<file path="src/rtl/ps2_pkg.sv">
// Shared constants and types for the PS/2 host command path: command and
// response byte values, the sequencer state encoding and the requester grant
// encoding with its fixed priority.
package ps2_pkg;

    localparam logic [7:0] CMD_RESET   = 8'hFF;
    localparam logic [7:0] CMD_LED     = 8'hED;
    localparam logic [7:0] CMD_RATE    = 8'hF3;
    localparam logic [7:0] RSP_ACK     = 8'hFA;
    localparam logic [7:0] RSP_RESEND  = 8'hFE;
    localparam logic [7:0] RSP_BAT     = 8'hAA;
    localparam logic [7:0] RSP_BATFAIL = 8'hFC;

    typedef enum logic [2:0] {
        ST_IDLE     = 3'd0,
        ST_TX_CMD   = 3'd1,
        ST_WAIT_REL = 3'd2,
        ST_WAIT_ACK = 3'd3,
        ST_TX_ARG   = 3'd4,
        ST_WAIT_BAT = 3'd5
    } state_t;

    typedef enum logic [1:0] {
        GNT_NONE = 2'd0,
        GNT_RST  = 2'd1,
        GNT_LED  = 2'd2,
        GNT_RATE = 2'd3
    } grant_t;

    // Fixed priority: keyboard reset beats LED sync beats typematic rate.
    function automatic grant_t pick_grant(input logic p_rst, input logic p_led,
                                          input logic p_rate);
        if (p_rst)       return GNT_RST;
        else if (p_led)  return GNT_LED;
        else if (p_rate) return GNT_RATE;
        else             return GNT_NONE;
    endfunction

    // Command opcode sent as the first byte of each transaction.
    function automatic logic [7:0] cmd_of(input grant_t g);
        case (g)
            GNT_RST:  return CMD_RESET;
            GNT_LED:  return CMD_LED;
            GNT_RATE: return CMD_RATE;
            default:  return 8'h00;
        endcase
    endfunction

endpackage

</file>
<file path="src/rtl/ps2_tmo_cnt.sv">
// Reply timeout counter: cleared on every sequencer state change, counts while
// the sequencer waits for a reply and holds once it reaches LIMIT-1.
module ps2_tmo_cnt #(
    parameter int CNT_W = 22,
    parameter int LIMIT = 2500000
) (
    input  logic clk50,
    input  logic reset,
    input  logic clr,
    input  logic run,
    output logic expire
);

    logic [CNT_W-1:0] cnt;

    assign expire = (cnt == CNT_W'(LIMIT - 1));

    // Count up while waiting; saturate at the expiry value.
    always_ff @(posedge clk50 or posedge reset) begin
        if (reset)                cnt <= '0;
        else if (clr)             cnt <= '0;
        else if (run && !expire)  cnt <= cnt + 1'b1;
    end

endmodule

</file>
<file path="src/rtl/ps2_cmd_sched.sv">
// Host-to-keyboard command sequencer. Latches LED / typematic / reset
// requests, grants them by fixed priority and runs command(+argument)
// transactions over the PS/2 core's single send port, retrying on RESEND,
// transmit timeout or reply timeout. ACK/RESEND replies are swallowed while
// waiting for them; every other received byte goes straight to key_data.
// Optional: define PS2_BAT_WAIT_EN to wait for the keyboard self-test result
// (AA/FC) after the reset command and then re-sync the LEDs.
module ps2_cmd_sched
    import ps2_pkg::*;
#(
    parameter int ACK_TIMEOUT = 2500000,
    parameter int MAX_RETRY   = 3,
    parameter int CNT_W       = 22
) (
    input  logic       clk50,
    input  logic       reset,
    input  logic       led_req,
    input  logic [2:0] led_val,
    input  logic       rate_req,
    input  logic [7:0] rate_val,
    input  logic       kbd_rst_req,
    output logic       busy,
    output logic       done,
    output logic       err,
    output logic [1:0] grant,
    output logic [7:0] cmd_byte,
    output logic       cmd_send,
    input  logic       cmd_sent,
    input  logic       cmd_tmo,
    input  logic [7:0] rx_data,
    input  logic       rx_en,
    output logic [7:0] key_data,
    output logic       key_en
);

    localparam int RTY_W = (MAX_RETRY < 1) ? 1 : $clog2(MAX_RETRY + 1);

    state_t           state, nstate;
    grant_t           gnt, pick;
    logic             pend_rst, pend_led, pend_rate;
    logic [7:0]       arg;
    logic             on_arg;      // current byte is the argument byte
    logic             retx;        // WAIT_REL should re-send rather than await a reply
    logic [RTY_W-1:0] retry;
    logic             tmo_exp, last_try, take;
    logic             fin_ok, fin_err, rty_inc, tx_fail, next_byte, led_resync;
    logic             is_ack, is_resend;
    logic             done_q, err_q;
`ifdef PS2_BAT_WAIT_EN
    logic             is_bat, is_batfail;
    assign is_bat     = rx_en && (rx_data == RSP_BAT);
    assign is_batfail = rx_en && (rx_data == RSP_BATFAIL);
`endif

    assign is_ack    = rx_en && (rx_data == RSP_ACK);
    assign is_resend = rx_en && (rx_data == RSP_RESEND);
    assign last_try  = (retry == RTY_W'(MAX_RETRY));
    assign pick      = pick_grant(pend_rst, pend_led, pend_rate);
    assign take      = (state == ST_IDLE) && (pick != GNT_NONE);
    assign grant     = gnt;
    assign done      = done_q;
    assign err       = err_q;

    ps2_tmo_cnt #(.CNT_W(CNT_W), .LIMIT(ACK_TIMEOUT)) u_tmo (
        .clk50  (clk50),
        .reset  (reset),
        .clr    (nstate != state),
        .run    ((state == ST_WAIT_ACK) || (state == ST_WAIT_BAT)),
        .expire (tmo_exp)
    );

    // State register.
    always_ff @(posedge clk50 or posedge reset) begin
        if (reset) state <= ST_IDLE;
        else       state <= nstate;
    end

    // Next state plus the per-cycle transaction events.
    always_comb begin
        nstate     = state;
        fin_ok     = 1'b0;
        fin_err    = 1'b0;
        rty_inc    = 1'b0;
        tx_fail    = 1'b0;
        next_byte  = 1'b0;
        led_resync = 1'b0;
        case (state)
            ST_IDLE: if (take) nstate = ST_TX_CMD;
            ST_TX_CMD, ST_TX_ARG: begin
                if (cmd_tmo) begin
                    if (last_try) begin
                        nstate  = ST_IDLE;
                        fin_err = 1'b1;
                    end else begin
                        nstate  = ST_WAIT_REL;
                        rty_inc = 1'b1;
                        tx_fail = 1'b1;
                    end
                end else if (cmd_sent) begin
                    nstate = ST_WAIT_REL;
                end
            end
            ST_WAIT_REL: begin
                if (!cmd_sent)
                    nstate = retx ? (on_arg ? ST_TX_ARG : ST_TX_CMD) : ST_WAIT_ACK;
            end
            ST_WAIT_ACK: begin
                if (is_ack) begin
                    if (!on_arg && (gnt != GNT_RST)) begin
                        nstate    = ST_TX_ARG;
                        next_byte = 1'b1;
                    end
`ifdef PS2_BAT_WAIT_EN
                    else if (gnt == GNT_RST) begin
                        nstate = ST_WAIT_BAT;
                    end
`endif
                    else begin
                        nstate = ST_IDLE;
                        fin_ok = 1'b1;
                    end
                end else if (is_resend || tmo_exp) begin
                    if (last_try) begin
                        nstate  = ST_IDLE;
                        fin_err = 1'b1;
                    end else begin
                        nstate  = on_arg ? ST_TX_ARG : ST_TX_CMD;
                        rty_inc = 1'b1;
                    end
                end
            end
`ifdef PS2_BAT_WAIT_EN
            ST_WAIT_BAT: begin
                if (is_bat) begin
                    nstate     = ST_IDLE;
                    fin_ok     = 1'b1;
                    led_resync = 1'b1;
                end else if (is_batfail || tmo_exp) begin
                    nstate     = ST_IDLE;
                    fin_err    = 1'b1;
                    led_resync = 1'b1;
                end
            end
`endif
            default: nstate = ST_IDLE;
        endcase
    end

    // Send port, busy flag and the receive filter toward the scancode decoder.
    always_comb begin
        busy     = (state != ST_IDLE);
        cmd_send = 1'b0;
        cmd_byte = 8'h00;
        key_en   = rx_en;
        case (state)
            ST_TX_CMD: begin
                cmd_send = 1'b1;
                cmd_byte = cmd_of(gnt);
            end
            ST_TX_ARG: begin
                cmd_send = 1'b1;
                cmd_byte = arg;
            end
            ST_WAIT_ACK: if (is_ack || is_resend) key_en = 1'b0;
`ifdef PS2_BAT_WAIT_EN
            ST_WAIT_BAT: if (is_bat || is_batfail) key_en = 1'b0;
`endif
            default: ;
        endcase
        key_data = key_en ? rx_data : 8'h00;
    end

    // Pending requests, grant/argument capture, retry bookkeeping, result pulses.
    always_ff @(posedge clk50 or posedge reset) begin
        if (reset) begin
            pend_rst  <= 1'b0;
            pend_led  <= 1'b0;
            pend_rate <= 1'b0;
            gnt       <= GNT_NONE;
            arg       <= 8'h00;
            on_arg    <= 1'b0;
            retx      <= 1'b0;
            retry     <= '0;
            done_q    <= 1'b0;
            err_q     <= 1'b0;
        end else begin
            done_q    <= fin_ok;
            err_q     <= fin_err;
            // A request landing in the grant cycle survives, queueing one more run.
            pend_rst  <= (pend_rst  && !(take && pick == GNT_RST))  || kbd_rst_req;
            pend_led  <= (pend_led  && !(take && pick == GNT_LED))  || led_req || led_resync;
            pend_rate <= (pend_rate && !(take && pick == GNT_RATE)) || rate_req;
            if (take) begin
                gnt    <= pick;
                arg    <= (pick == GNT_LED) ? {5'b0, led_val} : rate_val;
                on_arg <= 1'b0;
                retx   <= 1'b0;
                retry  <= '0;
            end else begin
                if (nstate == ST_IDLE) gnt <= GNT_NONE;
                if (next_byte) begin
                    on_arg <= 1'b1;
                    retry  <= '0;
                end else if (rty_inc) begin
                    retry  <= retry + 1'b1;
                end
                if (tx_fail)                                  retx <= 1'b1;
                else if (state == ST_WAIT_REL && !cmd_sent)   retx <= 1'b0;
            end
        end
    end

endmodule

</file>
<file path="config.mk">
export PLATFORM = sky130hd
export DESIGN_NAME = ps2_cmd_sched
export DESIGN_NICKNAME = d
export VERILOG_FILES = /design/src/rtl/ps2_pkg.sv /design/src/rtl/ps2_tmo_cnt.sv /design/src/rtl/ps2_cmd_sched.sv
export SDC_FILE = /design/constraint.sdc
export NUM_CORES = 1
export LEC_CHECK = 0
export BUFFER_PORTS_ARGS = -buffer_cell sky130_fd_sc_hd__buf_2
export CAP_MARGIN = 20
export CELL_PAD_IN_SITES_DETAIL_PLACEMENT = 1
export CELL_PAD_IN_SITES_GLOBAL_PLACEMENT = 1
export CORE_UTILIZATION = 45
export DETAILED_ROUTE_END_ITERATION = 8
export PLACE_DENSITY = 0.9
export SYNTH_ARGS = -nofsm -noshare
export SYNTH_HDL_FRONTEND = slang
export SYNTH_SLANG_ARGS = --single-unit
</file>
<file path="constraint.sdc">
create_clock -name clk50 -period 4.4 [get_ports clk50]
set_input_delay 0.88 -clock clk50 [delete_from_list [all_inputs] [get_ports clk50]]
set_output_delay 0.88 -clock clk50 [all_outputs]
set_load 0.05 [all_outputs]
</file>
After elaboration in Yosys (flattened, before gate mapping):

Cells that the tools add are included.

* flip-flop bits (word level): 44
* input bits: 27
* output and inout port bits: 23
* logic and storage cells: 116

* $add $sub $neg: 2
* equal/unequal tests: 17
* muxes and demuxes: 51
* reductions and logical operators: 34

Operators with widths (number)
* $mux 22: 2
* $mux 3: 10
* $pmux 8 s3: 1
* $mux 1: 23
* $add 22x1->22 const B: 1
* $eq 22x22->1 const B: 1
* $mux 2: 9
* $eq 8x8->1 const B: 2
* $mux 8: 2
* $pmux 8 s2: 1
* $logic_and 1x1->1: 12
* $pmux 3 s4: 1
* $eq 2x2->1 const B: 5
* $reduce_bool 3->1: 3
* $reduce_bool 2->1: 4
* $eq 3x2->1 const B: 2
* $eq 3x3->1 const B: 2
* $logic_not 1->1: 6
* $logic_not 3->1: 2
* $logic_or 1x1->1: 6
* $eq 2x1->1 const B: 2
* $pmux 1 s2: 2
* $eq 3x1->1 const B: 1
* $ne 3x3->1: 1
* 3 further kinds: 3

Logic depth before layout (Yosys ltp):

Gate-level depths: netlist (run 1).

* word-level depth: 10
* depth in mapped cells: 9
* gate-level depth less buffers: 8

By module:

Synthesis (run 1) repeated with hierarchy kept, for this count alone.

* cells, all modules: 295
* area total of the unflattened synthesis: 2686.3 um^2

Modules (own cells, without submodules)
* ps2_cmd_sched: instances 1, cells each 159, area an instance 1435.1 um^2
* ps2_tmo_cnt: instances 1, cells each 136, area an instance 1251.2 um^2

Worst setup path after synthesis (run 1):

OpenSTA, ideal clock, no wires.

* path kind: register to output
* start point: register gnt[1] (netlist: grant[1])
* end point: output cmd_byte[1]
* arrival: 2.100 ns
* required time: 3.520 ns
* slack: 1.420 ns
* stages on the path, launching flop included: 6
* buffers on the path: 0
* cell sequence: dfrtp_1 > inv_1 > ha_1 > nor2_1 > o21ai_0 > a21oi_1

* cells in the longest elaborated chain, start to end: 3
* elaborated cells on any way between the ends: 5
* those cells by class: eq/ne (3); mux (2)

Ends and longest elaborated chain
* from (decl): RTL line ps2_cmd_sched.sv:39 `grant_t gnt, pick;`
* from (signal assigned): RTL line ps2_cmd_sched.sv:194 `gnt <= pick;`
* $eq 2x2->1 or $eq 2x1->1 (tied branches): RTL line ps2_pkg.sv:41 `case (g)`
* $pmux 8 s3 (*): RTL line ps2_pkg.sv:41
* $pmux 8 s2 (*): RTL line ps2_cmd_sched.sv:155 `case (state)`
* to (decl): RTL line ps2_cmd_sched.sv:26 `output logic [7:0] cmd_byte,`

Mark *: on every way between the ends. The rest lies on a longest branch, timed or not.

Worst setup path in the final report (run 1):

* start point: register state[0]
* end point: output key_data[4]

* cells in the longest elaborated chain, start to end: 3

Ends and longest elaborated chain
* from (decl): RTL line ps2_cmd_sched.sv:38 `state_t state, nstate;`
* from (signal assigned): RTL line ps2_cmd_sched.sv:75 `else state <= nstate;`
* $eq 3x2->1: RTL line ps2_cmd_sched.sv:155
* $mux 1: RTL line ps2_cmd_sched.sv:155
* $mux 8: RTL line ps2_cmd_sched.sv:170 `key_data = key_en ? rx_data : 8'h00;`
* to (decl): RTL line ps2_cmd_sched.sv:32 `output logic [7:0] key_data,`

No other way between the ends.

==> results.toml, run 1 <==
[outcome]
status = "finished, final reports clean"

[sta]
drv_slew = 0
worst_slack_ns = 0.9627
setup_viol = 0
max_freq_mhz = 290.9
skew_ns = 0.01338
finalCriticalPeriod_ns = 3.437
tightest_slew_ns = 0.8908
finalHoldViolCount = 0
fin_hold_ws_ns = 0.5193
rsz0062_at_grt = "false"
slew_headroom = 0.4061
period_share = 0.7812
finalSetupTns_ns = 0

[layout]
layout_commonest_cell = "buf_2"
final_nets = 370
drive_above_1_share = 0.2035
layout_common_cells = "buf_2 (49), dfrtp_1 (44), nor2_1 (40)"
antenna_cells = 0
fillers = 689
syn2layout_area_growth_pct = 14.63
finalNonFillerCells = 411

[grt]
grt_use_total = 0.2424
globalRoute.totalOverflow = 0
grt_pass1_wl_um = 11810
first_global_vias = 2538
grt_max_degree = 45
grt_antenna_before_repair = 0

[cts]
postCtsSetupBuffers = 0
cts_tree = "done"
cts-buffers-inserted = 5
holdBufCountCts = 0
ctsHtreeMaxLevel = 2
cts_buffer_depth = 2
clk_pin_slew_ns = 0.09
cts_root_buffer = "clkbuf_8"
clock_latency_ns = 0.31
clock_sinks = 44
cts-resized-gates = 0

[drt]
drc = 0
routedWlPerCell_um = 16.65
first_pass_iters = 4
vias = 2379
drt_wl_total_um = 6843
postRouteAntennaNets = 0
drtIter0Drc = 114
via_per_inst = 5.788

[yosys]
syn_inst = 292
syn_area_um2 = 2669
ys_warn_count = 0
seq_area_frac_synth = 0.4126
avgSynthCellArea_um2 = 9.140
synthArstFlopShare = 1.000
synth-seq-cells = 44
synth_cell_type_count = 58
ys.flop_type = "dfrtp_1"
synthesis.nets = 324
synth_edf_count = 0

[critical_path]
r2r_slack_ns = 1.71
rr_startpoint = "state[1]$_DFF_PP0_"
path_class = "reg -> out"
r2r-end = "u_tmo.cnt[2]$_DFFE_PP0P_"
reg2reg_depth = 6
required_ns = 3.52
critPathArrivalTime_ns = 2.56
cp_max_fo = 13
crit_path_end_kind = "output pin"
crit_path_start_kind = "register"

[floorplan]
start_util = 0.4759
core-area_um2 = 5608
row_count = 27
io_pins = 50
die_w_um = 79.01
die_h_um = 79.01
design.die.area_um2 = 6243

[place]
place_ws_ns = 1.350
placedCellCount = 403
hpwl_um = 5117
portBuffers = 49
gp_congestion = 0.8443

[worst_hold_path]
worstHoldEndpoint = "arg[4]$_DFFE_PP0P_"
hold_start = "arg[4]$_DFFE_PP0P_"
hold_class = "reg -> reg"
hold_depth = 1

[power]
power_mw = 1.528
power_frac_clock = 0.206
leakage_nw = 1.374
vdd_ir_drop_max_mv = 0.2221
combinationalPowerShare = 0.424
cell_internal_pwr_mw = 0.8599
seqPwrFrac = 0.370
power_switching_share = 0.4370
switching_power_mw = 0.6676
powerDensity_nw_per_um2 = 499.3

[job]
cap_violations = 0
## synthesized netlist by cell type (2+ instances only)
cell type | instances | share of area
nor3_1 | 12 | 0.023
nor2b_1 | 2 | 0.0047
buf_2 | 3 | 0.0056
a21o_1 | 2 | 0.0056
nand3_1 | 16 | 0.030
o21ai_0 | 8 | 0.015
a21oi_1 | 13 | 0.024
clkbuf_1 | 5 | 0.0070
o21bai_1 | 4 | 0.011
and4bb_1 | 2 | 0.0094
a31oi_1 | 2 | 0.0047
xor2_1 | 10 | 0.033
a211oi_1 | 2 | 0.0056
inv_1 | 11 | 0.015
dfrtp_1 | 44 | 0.41
o21ai_1 | 3 | 0.0056
mux2i_1 | 4 | 0.015
and2_1 | 11 | 0.026
or3_1 | 2 | 0.0047
ha_1 | 5 | 0.023
nand4_1 | 5 | 0.012
nor3_2 | 2 | 0.0075
nor4b_2 | 2 | 0.011
nor4_1 | 5 | 0.012
o21a_1 | 2 | 0.0056
a22o_1 | 5 | 0.016
nand2_1 | 16 | 0.023
o22ai_1 | 2 | 0.0047
xnor2_1 | 11 | 0.036
nand2b_1 | 10 | 0.023
a222oi_1 | 3 | 0.011
nor2_1 | 40 | 0.056
and3_1 | 2 | 0.0047
buf_6 | 2 | 0.0084
## registers in the layout (all words and copies together), names as in the netlist
name and flops:
arg 8, done 1, err 1, grant 2, on_arg 1, pend_led 1, pend_rate 1, pend_rst 1
retry 2, retx 1, state 3, u_tmo.cnt 22
## worst max path at each step
stage,cells after the start,slack [ns],endpoint,startpoint
after CTS,5,0.97,key_data[4],state[0]$_DFF_PP0_
after global routing,5,0.79,key_data[7],state[0]$_DFF_PP0_
after detailed placement,5,1.35,key_data[4],state[0]$_DFF_PP0_
final,5,0.96,key_data[4],state[0]$_DFF_PP0_
after floorplan,5,1.42,cmd_byte[1],grant[1]$_DFFE_PP0P_
after global placement,5,1.44,key_data[4],state[0]$_DFF_PP0_
## layout make-up
type,instances,area (um^2),area share
clock buffer,5,68.82,0.02249
multi-input combinational,226,1463,0.4781
clock inverter,3,42.54,0.01391
sequential,44,1101,0.3599
inverter,11,41.29,0.01350
tap,72,90.09,0.02945
timing repair buffer,50,252.7,0.08262
## critical path, stage by stage, from the launching register on
cell     delay [ns]
dfrtp_1        0.63
nor2b_1        0.37
nand2_1        0.27
o41a_1         0.57
and2_1         0.20
buf_2          0.21
## power by group through the flow
stage	registers, mW	logic (mW)	clock network [mW]
6_report	0.566	0.647	0.315
5_1_grt	0.579	0.711	0.337
4_1_cts	0.565	0.651	0.324
3_5_place_dp	0.573	0.645	0
3_3_place_gp	0.568	0.625	0
2_1_floorplan	0.558	0.520	0
## layer usage
layer,routed length (um),share of wire,track usage,vias to the layer above
met5,0,0,0,-
met2,3491,0.51,0.4302,47
li1,-,-,-,1133
met1,3049,0.45,0.2993,1190
met4,100,0.015,0.07818,0
met3,201,0.029,0.03678,9
## logic make-up after synthesis
kind of cell / Yosys count / synth area share
AOI/OAI and AO/OA: 57 / 0.1542
xor gates and xnor gates: 21 / 0.06891
adders and majority gates: 5 / 0.02344
buffers and inverters: 22 / 0.03938
DFF: 44 / 0.4126
muxes: 4 / 0.01500
and+or+nand+nor: 139 / 0.2865
## per-stage QoR
step	utilization	cell area [um^2]
2_1_floorplan	-	2669
3_3_place_gp	0.5257	2948
3_5_place_dp	0.5257	2948
4_1_cts	0.5455	3059
5_1_grt	0.5455	3059
6_report	0.5455	3059
No activity file was read; power rests on OpenSTA's default activity.
==> run 2, diff against run 1 <==
--- a/config.mk
+++ b/config.mk
@@ -9,9 +9,9 @@
 export CAP_MARGIN = 20
 export CELL_PAD_IN_SITES_DETAIL_PLACEMENT = 1
 export CELL_PAD_IN_SITES_GLOBAL_PLACEMENT = 1
-export CORE_UTILIZATION = 45
+export CORE_UTILIZATION = 38
 export DETAILED_ROUTE_END_ITERATION = 8
-export PLACE_DENSITY = 0.9
+export PLACE_DENSITY = 0.81
 export SYNTH_ARGS = -nofsm -noshare
 export SYNTH_HDL_FRONTEND = slang
 export SYNTH_SLANG_ARGS = --single-unit
==> constraint.sdc (replaced) <==
create_clock -name clk50 -period 3 [get_ports clk50]
set_input_delay 0.6 -clock clk50 [delete_from_list [all_inputs] [get_ports clk50]]
set_output_delay 0.6 -clock clk50 [all_outputs]
set_load 0.05 [all_outputs]
==> results.toml, run 2 (synthesis gave the netlist of run 1 again) <==
[worst_hold_path]
hold_class = "in -> async"

[place]
portBuffers = 49
gp_congestion = 0.8355
place_ws_ns = 0.3839
hpwl_um = 5213
placedCellCount = 430

[power]
vdd_ir_drop_max_mv = 0.2606
leakage_nw = 1.376
powerDensity_nw_per_um2 = 705.3
power_mw = 2.184

[outcome]
status = "finished, final reports clean"

[grt]
grt_use_total = 0.2036
grt_max_degree = 23
globalRoute.totalOverflow = 0
grt_antenna_before_repair = 0
first_global_vias = 2464
grt_pass1_wl_um = 11920

[job]
cap_violations = 0

[cts]
holdBufCountCts = 0
cts_buffer_depth = 2
clock_latency_ns = 0.31
postCtsSetupBuffers = 0
clk_pin_slew_ns = 0.10
cts-buffers-inserted = 5
ctsHtreeMaxLevel = 2
cts_root_buffer = "clkbuf_8"
cts-resized-gates = 0
clock_sinks = 44
cts_tree = "done"

[critical_path]
required_ns = 2.40
cp_max_fo = 11
r2r_slack_ns = 0.71
path_class = "reg -> out"
crit_path_start_kind = "register"
rr_startpoint = "u_tmo.cnt[5]$_DFFE_PP0P_"
crit_path_end_kind = "output pin"
r2r-end = "u_tmo.cnt[8]$_DFFE_PP0P_"
crit_start = "state[2]$_DFF_PP0_"
cp-endpoint = "key_data[4]"
reg2reg_depth = 7
critPathArrivalTime_ns = 2.24

[layout]
largest_reg_flops = 22
layout_common_cells = "buf_2 (49), dfrtp_1 (43), nor2_1 (40)"
layout_commonest_cell = "buf_2"
drive_above_1_share = 0.2164
final_nets = 373
final_util = 0.4558
largest-register = "u_tmo.cnt"
antenna_cells = 0
finalNonFillerCells = 438
fillers = 818
reg.largest.list = "u_tmo.cnt: 22 flops, arg: 8 flops, state: 3 flops"
syn2layout_area_growth_pct = 16.03

[drt]
via_per_inst = 5.379
first_pass_iters = 4
routedWlPerCell_um = 15.79
postRouteAntennaNets = 0
drt_wl_total_um = 6917
drc = 0
vias = 2356
drtIter0Drc = 108

[sta]
max_freq_mhz = 352.2
tightest_slew_ns = 0.6984
finalSetupTns_ns = 0
finalCriticalPeriod_ns = 2.840
slew_headroom = 0.5313
finalHoldViolCount = 0
skew_ns = 0.01489
worst_slack_ns = 0.1603
rsz0062_at_grt = "false"
setup_viol = 0
drv_slew = 0
period_share = 0.9466

[floorplan]
die_w_um = 85.81
row_count = 30
die_h_um = 85.81
core-area_um2 = 6794
design.die.area_um2 = 7363
start_util = 0.3928
io_pins = 50
## run 2: cell types whose count changed in the layout (fill, tap and decap cells not counted), sizes merged
cell	delta
bufinv	-1
buf	+3
clkinvlp	+1
## run 2: how the worst min path moves through the flow
stage | to | slack [ns]
floorplan | arg[3]$_DFFE_PP0P_ | 0.47
global placement | arg[5]$_DFFE_PP0P_ | 0.49
detailed placement | arg[4]$_DFFE_PP0P_ | 0.50
CTS | pend_led$_DFF_PP0_ | 0.27
global route | pend_rate$_DFF_PP0_ | 0.29
finish | pend_rate$_DFF_PP0_ | 0.26
## run 2: layer usage
| metal | vias to the layer above | share of wire | track usage |
|---|---|---|---|
| li1 | 1135 | - | - |
| met1 | 1183 | 0.45 | 0.2561 |
| met2 | 28 | 0.52 | 0.3673 |
| met3 | 10 | 0.025 | 0.02791 |
| met4 | 0 | 0.011 | 0.05303 |
| met5 | - | 0 | 0 |
## run 2: worst max-delay path: stages (launching register included)
cell and delay [ns]:
dfrtp_1 0.52, nor2b_2 0.26, nand2_1 0.21, o41a_1 0.54
and2_1 0.20, buf_2 0.21
## run 2: cell type report
type / count / area (um^2) / area share
Clock buffer: 5 / 68.82 / 0.02222
Multi-Input combinational cell: 226 / 1465 / 0.4731
Clock inverter: 3 / 23.77 / 0.007677
Inverter: 11 / 41.29 / 0.01333
Tap cell: 96 / 120.1 / 0.03879
Sequential cell: 44 / 1102 / 0.3560
Timing Repair Buffer: 53 / 275.3 / 0.08889
## run 2: power breakdown
part           leakage, nW  internal (mW)  switching [mW]  total [mW]
logic                0.766          0.327           0.645       0.972
clock network       0.0404          0.165           0.224       0.390
registers            0.569          0.705           0.117       0.823
## run 2: stage by stage
| step | cell area, um^2 | hold slack (ns) |
|---|---|---|
| 2_1_floorplan | 2669 | 0.4730 |
| 3_3_place_gp | 3000 | 0.4904 |
| 3_5_place_dp | 3000 | 0.4955 |
| 4_1_cts | 3093 | 0.2734 |
| 5_1_grt | 3097 | 0.2934 |
| 6_report | 3097 | 0.2632 |
==> run 3, diff against run 2 <==
--- a/config.mk
+++ b/config.mk
@@ -14,4 +14,5 @@
 export PLACE_DENSITY = 0.81
 export SYNTH_ARGS = -nofsm -noshare
 export SYNTH_HDL_FRONTEND = slang
+export SYNTH_HIERARCHICAL = 1
 export SYNTH_SLANG_ARGS = --single-unit
==> results.toml, run 3 <==
[yosys]
syn_area_um2 = 2686
ys.flop_type = "dfrtp_1"
synth_cell_type_count = 58
synthMuxAreaShare = 0.03027
synth_xor_area_frac = 0.02282
synth_top_area_share = 0.4099
synth-seq-cells = 44
ys_warn_count = 6
synth_fa_ha_area_frac = 0.02329
synth_top_area_cell = "dfrtp_1"
synthesis.nets = 327
synth_edf_count = 0
synth.top_cells.by_area = "dfrtp_1 (41%), a21oi_1 (4.8%), nor2_1 (4.6%)"
synthArstFlopShare = 1.000
synth_most_common_cell = "dfrtp_1"
synth_top_family_by_area = "simple AND/OR/NAND/NOR gates"
seq_area_frac_synth = 0.4099
yosys.area_share.simple = 0.2944
avgSynthCellArea_um2 = 9.106
synth_compound_area_frac = 0.1733
syn_inst = 295
synth_commonest_cells = "dfrtp_1 (44), nor2_1 (33), a21oi_1 (26)"

[drt]
drt_wl_total_um = 7093
postRouteAntennaNets = 0
first_pass_iters = 4
vias = 2405
routedWlPerCell_um = 16.05
drtIter0Drc = 138
via_per_inst = 5.441
drc = 0

[sta]
period_share = 0.9175
slew_headroom = 0.3943
worst_slack_ns = 0.2476
setup_viol = 0
finalCriticalPeriod_ns = 2.752
finalSetupTns_ns = 0
tightest_slew_ns = 0.9076
drv_slew = 0
finalHoldViolCount = 0
rsz0062_at_grt = "false"
max_freq_mhz = 363.3
skew_ns = 0.008704

[grt]
grt_antenna_before_repair = 0
grt_pass1_wl_um = 11980
globalRoute.totalOverflow = 0
grt_use_total = 0.2030
first_global_vias = 2526
grt_max_degree = 23

[layout]
final_util = 0.4597
final_nets = 377
layout_commonest_cell = "buf_2"
finalNonFillerCells = 442
syn2layout_area_growth_pct = 16.26
reg.largest.list = "u_tmo/cnt: 22 flops, arg: 8 flops, state: 3 flops"
layout_common_cells = "buf_2 (49), dfrtp_1 (44), nor2_1 (33)"
drive_above_1_share = 0.2341
largest-register = "u_tmo/cnt"
antenna_cells = 0
largest_reg_flops = 22

[critical_path]
required_ns = 3.24
path_class = "reg -> reg"
crit_path_start_kind = "register"
crit_path_end_kind = "register"
critPathArrivalTime_ns = 2.99
cp_max_fo = 17
cpMaxStageDelayCell = "dfrtp_1"
crit_chain = "or3_1 -> or2_1 -> o31a_4 -> nor2_1 -> a21oi_1 -> o211ai_1 -> or4_1 -> nand2_1"
slowest_delay_ns = 0.67

[place]
placedCellCount = 434
hpwl_um = 5322
place_ws_ns = 0.2256
portBuffers = 49
gp_congestion = 0.8735

[floorplan]
io_pins = 50
die_w_um = 86.08
design.die.area_um2 = 7410
row_count = 30
start_util = 0.3954
die_h_um = 86.08
core-area_um2 = 6794

[cts]
cts-buffers-inserted = 5
postCtsSetupBuffers = 0
clock_latency_ns = 0.30
cts_root_buffer = "clkbuf_8"
clock_sinks = 44
holdBufCountCts = 0
clk_pin_slew_ns = 0.09
cts_buffer_depth = 2
ctsHtreeMaxLevel = 2
cts_tree = "done"
cts-resized-gates = 0

[job]
cap_violations = 0

[power]
power_mw = 2.466
leakage_nw = 1.409
powerDensity_nw_per_um2 = 789.8
vdd_ir_drop_max_mv = 0.3048

[outcome]
status = "finished, final reports clean"

[worst_hold_path]
hold_class = "in -> async"
[run 3: cell types whose count changed after synthesis, sizes merged, moves of 7 or more]
cell    before  now
a21oi       13   26
nand2       16   24
nand2b      10    3
nand3       16    7
nand4        5   13
nor2        41   33
o21ai       11   18
or3          2   10
xnor2       11    2
[run 3: metal layers]
metal	up-vias	track usage	routed length, um
met5	-	0	0
met4	0	0.04091	46
met3	5	0.02887	217
met2	47	0.3543	3467
met1	1190	0.2680	3362
li1	1163	-	-
[run 3: worst paths after layout]
| kind | start | endpoint | slack (ns) | cells past startpoint |
|---|---|---|---|---|
| worst min-delay path | reset | u_tmo/cnt[7]$_DFFE_PP0P_ | 0.48 | 2 |
| worst max-delay path | state[1]$_DFF_PP0_ | u_tmo/cnt[3]$_DFFE_PP0P_ | 0.25 | 8 |
| worst max register to register | state[1]$_DFF_PP0_ | u_tmo/cnt[3]$_DFFE_PP0P_ | 0.25 | 8 |
| max in group asynchronous | reset | state[0]$_DFF_PP0_ | 1.95 | 2 |
| worst min register to register | arg[1]$_DFFE_PP0P_ | arg[1]$_DFFE_PP0P_ | 0.50 | 2 |
| min in group clk50 | kbd_rst_req | pend_rst$_DFF_PP0_ | 0.48 | 2 |
[run 3: power breakdown]
part	internal, mW	switching [mW]
Clock	0.184	0.211
Sequential	0.703	0.126
Combinational	0.405	0.837
[run 3: kinds of logic after synthesis]
group                    after synthesis
AND/OR/NAND/NOR                      138
AO/OA/AOI/OAI                         71
flip-flops                            44
buffers and inverters                 22
multiplexers                           8
XOR/XNOR                               7
adder cells (fa/ha/maj)                5
[run 3: area by class of cell]
class                           instances  area (um^2)
Inverter                                9        33.78
Multi-Input combinational cell        229         1465
Timing Repair Buffer                   56        310.3
Tap cell                               96        120.1
Fill cell                             850         3671
Sequential cell                        44         1101
Clock buffer                            6        82.58
Clock inverter                          2        10.01
[run 3: critical path, delay by kind of cell (launching register included)]
family	cells	cell delay [ns]
simple gates	5	1.45
flops	1	0.67
compound gates	3	0.57
[run 3: through the flow]
stage	hold slack, ns	cell area (um^2)
final	0.4779	3123
after global routing	0.4719	3123
after global placement	0.4664	3030
after detailed placement	0.4845	3030
after floorplan	0.4497	2690
after CTS	0.4774	3123
